**config.mk**
```make
export PLATFORM = sky130hd
export DESIGN_NAME = fetch_const_assembler
export DESIGN_NICKNAME = d
export VERILOG_FILES = /design/src/rtl/fetch_const_assembler.sv
export SDC_FILE = /design/constraint.sdc
export NUM_CORES = 1
export LEC_CHECK = 0
export CAP_MARGIN = 30
export CORE_MARGIN = 2
export CORE_UTILIZATION = 50
export DETAILED_ROUTE_END_ITERATION = 7
export PLACE_DENSITY = 0.9
export SLEW_MARGIN = 20
export SYNTH_ARGS = -nofsm -noshare
export SYNTH_HDL_FRONTEND = slang
export SYNTH_SLANG_ARGS = --single-unit
```
**constraint.sdc**
```tcl
create_clock -name clk -period 4.3 [get_ports clk]
set_input_delay 0.86 -clock clk [delete_from_list [all_inputs] [get_ports clk]]
set_output_delay 0.86 -clock clk [all_outputs]
set_load 0.02 [all_outputs]
```
**src/rtl/fetch_const_assembler.sv**
```systemverilog
// Displacement/immediate assembler for one x86-64 instruction: little-endian byte collection with running extension.
// Optional abort input enabled by the FETCH_CONST_FLUSH_EN macro.
module fetch_const_assembler #(
    parameter int MQ_N   = 4,
    parameter int IMM_W  = 64,
    parameter int DISP_W = 32
) (
    input  logic              clk,
    input  logic              rst,
`ifdef FETCH_CONST_FLUSH_EN
    input  logic              flush,
`endif
    input  logic              start,
    output logic              start_ready,
    input  logic [2:0]        disp_size,
    input  logic [3:0]        imm_size,
    input  logic              imm_sext,
    input  logic [MQ_N-1:0]   imm_to_in,
    input  logic [MQ_N-1:0]   disp_to_in,
    input  logic              byte_valid,
    input  logic [7:0]        byte_data,
    output logic              byte_ready,
    output logic              out_valid,
    input  logic              out_ready,
    output logic [IMM_W-1:0]  imm,
    output logic [DISP_W-1:0] disp,
    output logic [MQ_N-1:0]   imm_to,
    output logic [MQ_N-1:0]   disp_to,
    output logic              size_err
);
    localparam int IMM_MAX  = IMM_W / 8;
    localparam int DISP_MAX = DISP_W / 8;

    typedef enum logic [1:0] {S_IDLE, S_DISP, S_IMM, S_HOLD} state_t;

    state_t             state_q, state_d;
    logic [3:0]         cnt_q, cnt_d;
    logic [2:0]         disp_sz_q, disp_sz_d;
    logic [3:0]         imm_sz_q, imm_sz_d;
    logic               sext_q, sext_d;
    logic [IMM_W-1:0]   imm_q, imm_d;
    logic [DISP_W-1:0]  disp_q, disp_d;
    logic [MQ_N-1:0]    imm_to_q, imm_to_d;
    logic [MQ_N-1:0]    disp_to_q, disp_to_d;
    logic               err_q, err_d;

    logic [2:0]         disp_sz_c;
    logic [3:0]         imm_sz_c;
    logic               disp_over, imm_over;
    logic [IMM_W-1:0]   disp_wide;

    // Writes byte k and floods every higher byte with the extension bit,
    // so the field is valid as an extended value after each byte.
    function automatic logic [IMM_W-1:0] place_byte(input logic [IMM_W-1:0] old,
                                                    input logic [3:0] k,
                                                    input logic [7:0] b,
                                                    input logic ext);
        logic [IMM_W-1:0] r;
        r = '0;
        for (int j = 0; j < IMM_W / 8; j++) begin
            if (j < int'(k))       r[8*j +: 8] = old[8*j +: 8];
            else if (j == int'(k)) r[8*j +: 8] = b;
            else                   r[8*j +: 8] = {8{ext}};
        end
        return r;
    endfunction

    always_comb begin
        disp_over = (disp_size > 3'(DISP_MAX));
        imm_over  = (imm_size > 4'(IMM_MAX));
        disp_sz_c = disp_over ? 3'(DISP_MAX) : disp_size;
        imm_sz_c  = imm_over ? 4'(IMM_MAX) : imm_size;
        disp_wide = place_byte({{(IMM_W-DISP_W){1'b0}}, disp_q}, cnt_q, byte_data, byte_data[7]);
    end

    always_comb begin
        state_d   = state_q;
        cnt_d     = cnt_q;
        disp_sz_d = disp_sz_q;
        imm_sz_d  = imm_sz_q;
        sext_d    = sext_q;
        imm_d     = imm_q;
        disp_d    = disp_q;
        imm_to_d  = imm_to_q;
        disp_to_d = disp_to_q;
        err_d     = err_q;
        case (state_q)
            S_IDLE: if (start) begin
                disp_sz_d = disp_sz_c;
                imm_sz_d  = imm_sz_c;
                sext_d    = imm_sext;
                imm_to_d  = imm_to_in;
                disp_to_d = disp_to_in;
                err_d     = err_q | disp_over | imm_over;
                imm_d     = '0;
                disp_d    = '0;
                cnt_d     = '0;
                if (disp_sz_c != 3'd0)     state_d = S_DISP;
                else if (imm_sz_c != 4'd0) state_d = S_IMM;
                else                       state_d = S_HOLD;
            end
            S_DISP: if (byte_valid) begin
                disp_d = disp_wide[DISP_W-1:0];
                cnt_d  = cnt_q + 4'd1;
                if (cnt_q == {1'b0, disp_sz_q} - 4'd1) begin
                    cnt_d   = '0;
                    state_d = (imm_sz_q != 4'd0) ? S_IMM : S_HOLD;
                end
            end
            S_IMM: if (byte_valid) begin
                imm_d = place_byte(imm_q, cnt_q, byte_data, sext_q & byte_data[7]);
                cnt_d = cnt_q + 4'd1;
                if (cnt_q == imm_sz_q - 4'd1) state_d = S_HOLD;
            end
            S_HOLD: if (out_ready) state_d = S_IDLE;
            default: state_d = S_IDLE;
        endcase
`ifdef FETCH_CONST_FLUSH_EN
        // Abort beats every handshake, including a coincident start.
        if (flush) begin
            state_d   = S_IDLE;
            cnt_d     = '0;
            imm_d     = '0;
            disp_d    = '0;
            imm_to_d  = '0;
            disp_to_d = '0;
            err_d     = err_q;
        end
`endif
    end

    always_ff @(posedge clk or posedge rst) begin
        if (rst) begin
            state_q   <= S_IDLE;
            cnt_q     <= '0;
            disp_sz_q <= '0;
            imm_sz_q  <= '0;
            sext_q    <= 1'b0;
            imm_q     <= '0;
            disp_q    <= '0;
            imm_to_q  <= '0;
            disp_to_q <= '0;
            err_q     <= 1'b0;
        end else begin
            state_q   <= state_d;
            cnt_q     <= cnt_d;
            disp_sz_q <= disp_sz_d;
            imm_sz_q  <= imm_sz_d;
            sext_q    <= sext_d;
            imm_q     <= imm_d;
            disp_q    <= disp_d;
            imm_to_q  <= imm_to_d;
            disp_to_q <= disp_to_d;
            err_q     <= err_d;
        end
    end

    assign start_ready = (state_q == S_IDLE);
    assign byte_ready  = (state_q == S_DISP) || (state_q == S_IMM);
    assign out_valid   = (state_q == S_HOLD);
    assign imm         = imm_q;
    assign disp        = disp_q;
    assign imm_to      = imm_to_q;
    assign disp_to     = disp_to_q;
    assign size_err    = err_q;
endmodule

```
==> impl_metrics.csv <==
group,metric,value,unit
global_routing,grt_usage,27.8,%
synth,synthXorXnorAreaFrac,1.43,%
sta,clock_skew,5.48,ps
status,status,"finished clean",
synth,synth_fa_ha_area_share,2.27,%
pwr,ir_worst_vdd,0.000446,V
route,routedWlPerCell,18.4,um
place,dp.cells,832,
synth,synth_area,5520,sq um
setup_path,critPathLaunchType,"flip-flop",
synth,synthMuxAreaShare,2.88,%
clocking,cts_tree,"built",
route,viasPerCell,5.87,
final_layout,fin_nets,750,
job,maxCapViolations,0,
place,place_hpwl,10500,um
synth,yosys.area.top_type_share,53.9,%
synth,postSynth.asyncResetShare,100,%
synth,syn-num-nets,626,
global_routing,antenna_found_initial,0,
clocking,root_buffer,"clkbuf_8",
synth,seq_area_frac_synth,53.9,%
synth,ys_ff_latch,119,
sta,rsz0062_at_grt,"false",
sta,maxSlewViolCount,0,
pwr,p_leak,3.33,nW
setup_path,path_class,"flip-flop to primary output",
floorplanning,io_pins,137,
sta,setup_viol_count_final,0,
floorplanning,fp.dieH,109,um
synth,yosysWarnings,0,
sta,tightestPinTransition,929,ps
synth,synth_compound_area_share,20.8,%
route,antenna_left,0,
route,via_count,5066,
synth,ys_types,47,
hold_path,hp-class,"flip-flop to flip-flop",
synth,yosysTopAreaCell,"dfrtp_1",
synth,syn_avg_cell_area,9.40,sq um
sta,max-slew-margin-rel,38.0,%
final_layout,instances_no_fill,863,
floorplanning,die-area,11900,sq um
route,drt_first_pass_iters,5,
synth,synth_common_cells,"o21ai_0, dfrtp_1, nand2_1, nor2_1, clkbuf_1",
setup_path,worstPathArrival,2050,ps
clocking,cts_buffer_depth,2,
place,place_area,6950,sq um
clocking,cts.sinks,119,
floorplanning,coreArea,10800,sq um
global_routing,grt_max_degree,120,
clocking,post_cts_resize_count,0,
clocking,postCtsHoldBufs,0,
pwr,p_per_area,809,nW/um^2
sta,min_period_over_period,67.8,%
sta,finalSetupTns,0,ps
final_layout,area_growth,38.2,%
clocking,cts_setup_buffers,0,
final_layout,diodes,0,
setup_path,cp.required,3440,ps
final_layout,fill_cells,772,
synth,synth_most_common_cell,"o21ai_0",
setup_path,end_kind,"primary output",
synth,ys.flop_type,"dfrtp_1",
floorplanning,start_util,51.1,%
clocking,path_clk_slew,50,ps
floorplanning,rows,38,
synth,synth_area_leaders,"dfrtp_1, o21ai_0, nand2_1",
global_routing,grt_overflow,0,
sta,fmax,343,MHz
synth,yosys.area_share.simple,15.0,%
final_layout,fin_area,7630,sq um
clocking,numCtsBuffers,17,
clocking,clkLatencyLatePin,520,ps
place,gp_congestion,0.841,
global_routing,grt_pass1_wl,25300,um
route,drtIter0Drc,405,
clocking,cts-htree-levels,4,
synth,syn_inst,587,
sta,hold_violations,0,
setup_path,cp_max_fo,8,
floorplanning,chipWidth,109,um
route,wl,15900,um
sta,finalCriticalPeriod,2910,ps
global_routing,grt_pass1_vias,4997,
synth,synth_top_family_by_area,"compound AO/OA/AOI/OAI gates",
route,drc_errors,0,
place,io_buffer_count,136,
final_layout,drive_gt1_share,7.19,%
synth,synth_edf_count,0,
critical path, stage by stage (launching register included):
cell,delay [ps]
dfrtp_1,400
inv_1,120
ha_1,340
clkdlybuf4s50_1,670
area by class of cell:
class / count / area, sq um / share of cell area, %
sequential: 119 / 2980 / 39.0
inverter: 16 / 62.6 / 0.820
timing repair buffer: 139 / 1400 / 18.3
multi-input combinational: 418 / 2340 / 30.7
clock inverter: 7 / 188 / 2.46
tap: 140 / 175 / 2.30
clock buffer: 24 / 490 / 6.43
registers in the layout (all words and copies together), names as in the netlist:
signal,flops
size_err,1
disp,32
cnt_q,4
disp_sz_q,3
sext_q,1
imm_to,4
state_q,2
imm,64
imm_sz_q,4
disp_to,4
routing by layer:
metal,up-vias,part of all wire [%],GRT usage [%]
met5,-,0,0
met2,302,48,44.2
met1,2437,40,36.3
met3,47,9.1,6.16
met4,0,3.1,12.9
li1,2280,-,-
metrics by stage:
| stage | hold WS, ps | utilization (%) | setup slack (ps) | total power, mW |
|---|---|---|---|---|
| finish | 472 | 70.7 | 1390 | 6.18 |
| global route | 494 | 70.7 | 1320 | 6.50 |
| CTS | 478 | 70.7 | 1380 | 6.17 |
| detailed placement | 465 | 64.4 | 1470 | 4.52 |
| global placement | 451 | 64.4 | 1570 | 4.41 |
| floorplan | 473 | - | 283 | 3.43 |
logic make-up after synthesis:
logic type / Yosys count
AO/OA/AOI/OAI: 195
AND/OR/NAND/NOR: 190
flip-flops: 119
buffers and inverters: 50
multiplexers: 14
adder cells (fa/ha/maj): 10
XOR/XNOR: 9
power by group:
group          switching (mW)  internal [mW]  total, mW
Clock                   0.483           1.13       1.62
Combinational            1.60           1.13       2.73
Sequential              0.306           1.53       1.83
Total                    2.39           3.79       6.18
path summary, 6_finish.rpt:
check	cells after the start	to	slack, ps	startpoint
setup / recovery	3	start_ready	1390	state_q[0]
hold / removal	1	size_err	470	size_err
setup reg to reg	7	cnt_q[2]	1700	state_q[1]
hold reg to reg	1	size_err	470	size_err
max in group asynchronous	3	disp_to[1]	2960	rst
min in group asynchronous	3	disp_sz_q[0]	820	rst
cells in the final DEF, fill, tap and decap left out, drive strengths merged, types with 6 or more instances in the layout:
master,count
a21o,6
a21oi,16
a22o,14
a22oi,7
and3,14
bufinv,6
clkbuf,24
clkdlybuf4s50,136
dfrtp,119
ha,10
inv,16
mux2,12
nand2,103
nand2b,9
nor2,45
o21ai,136
xor2,6
(Power assumes the default switching activity.)
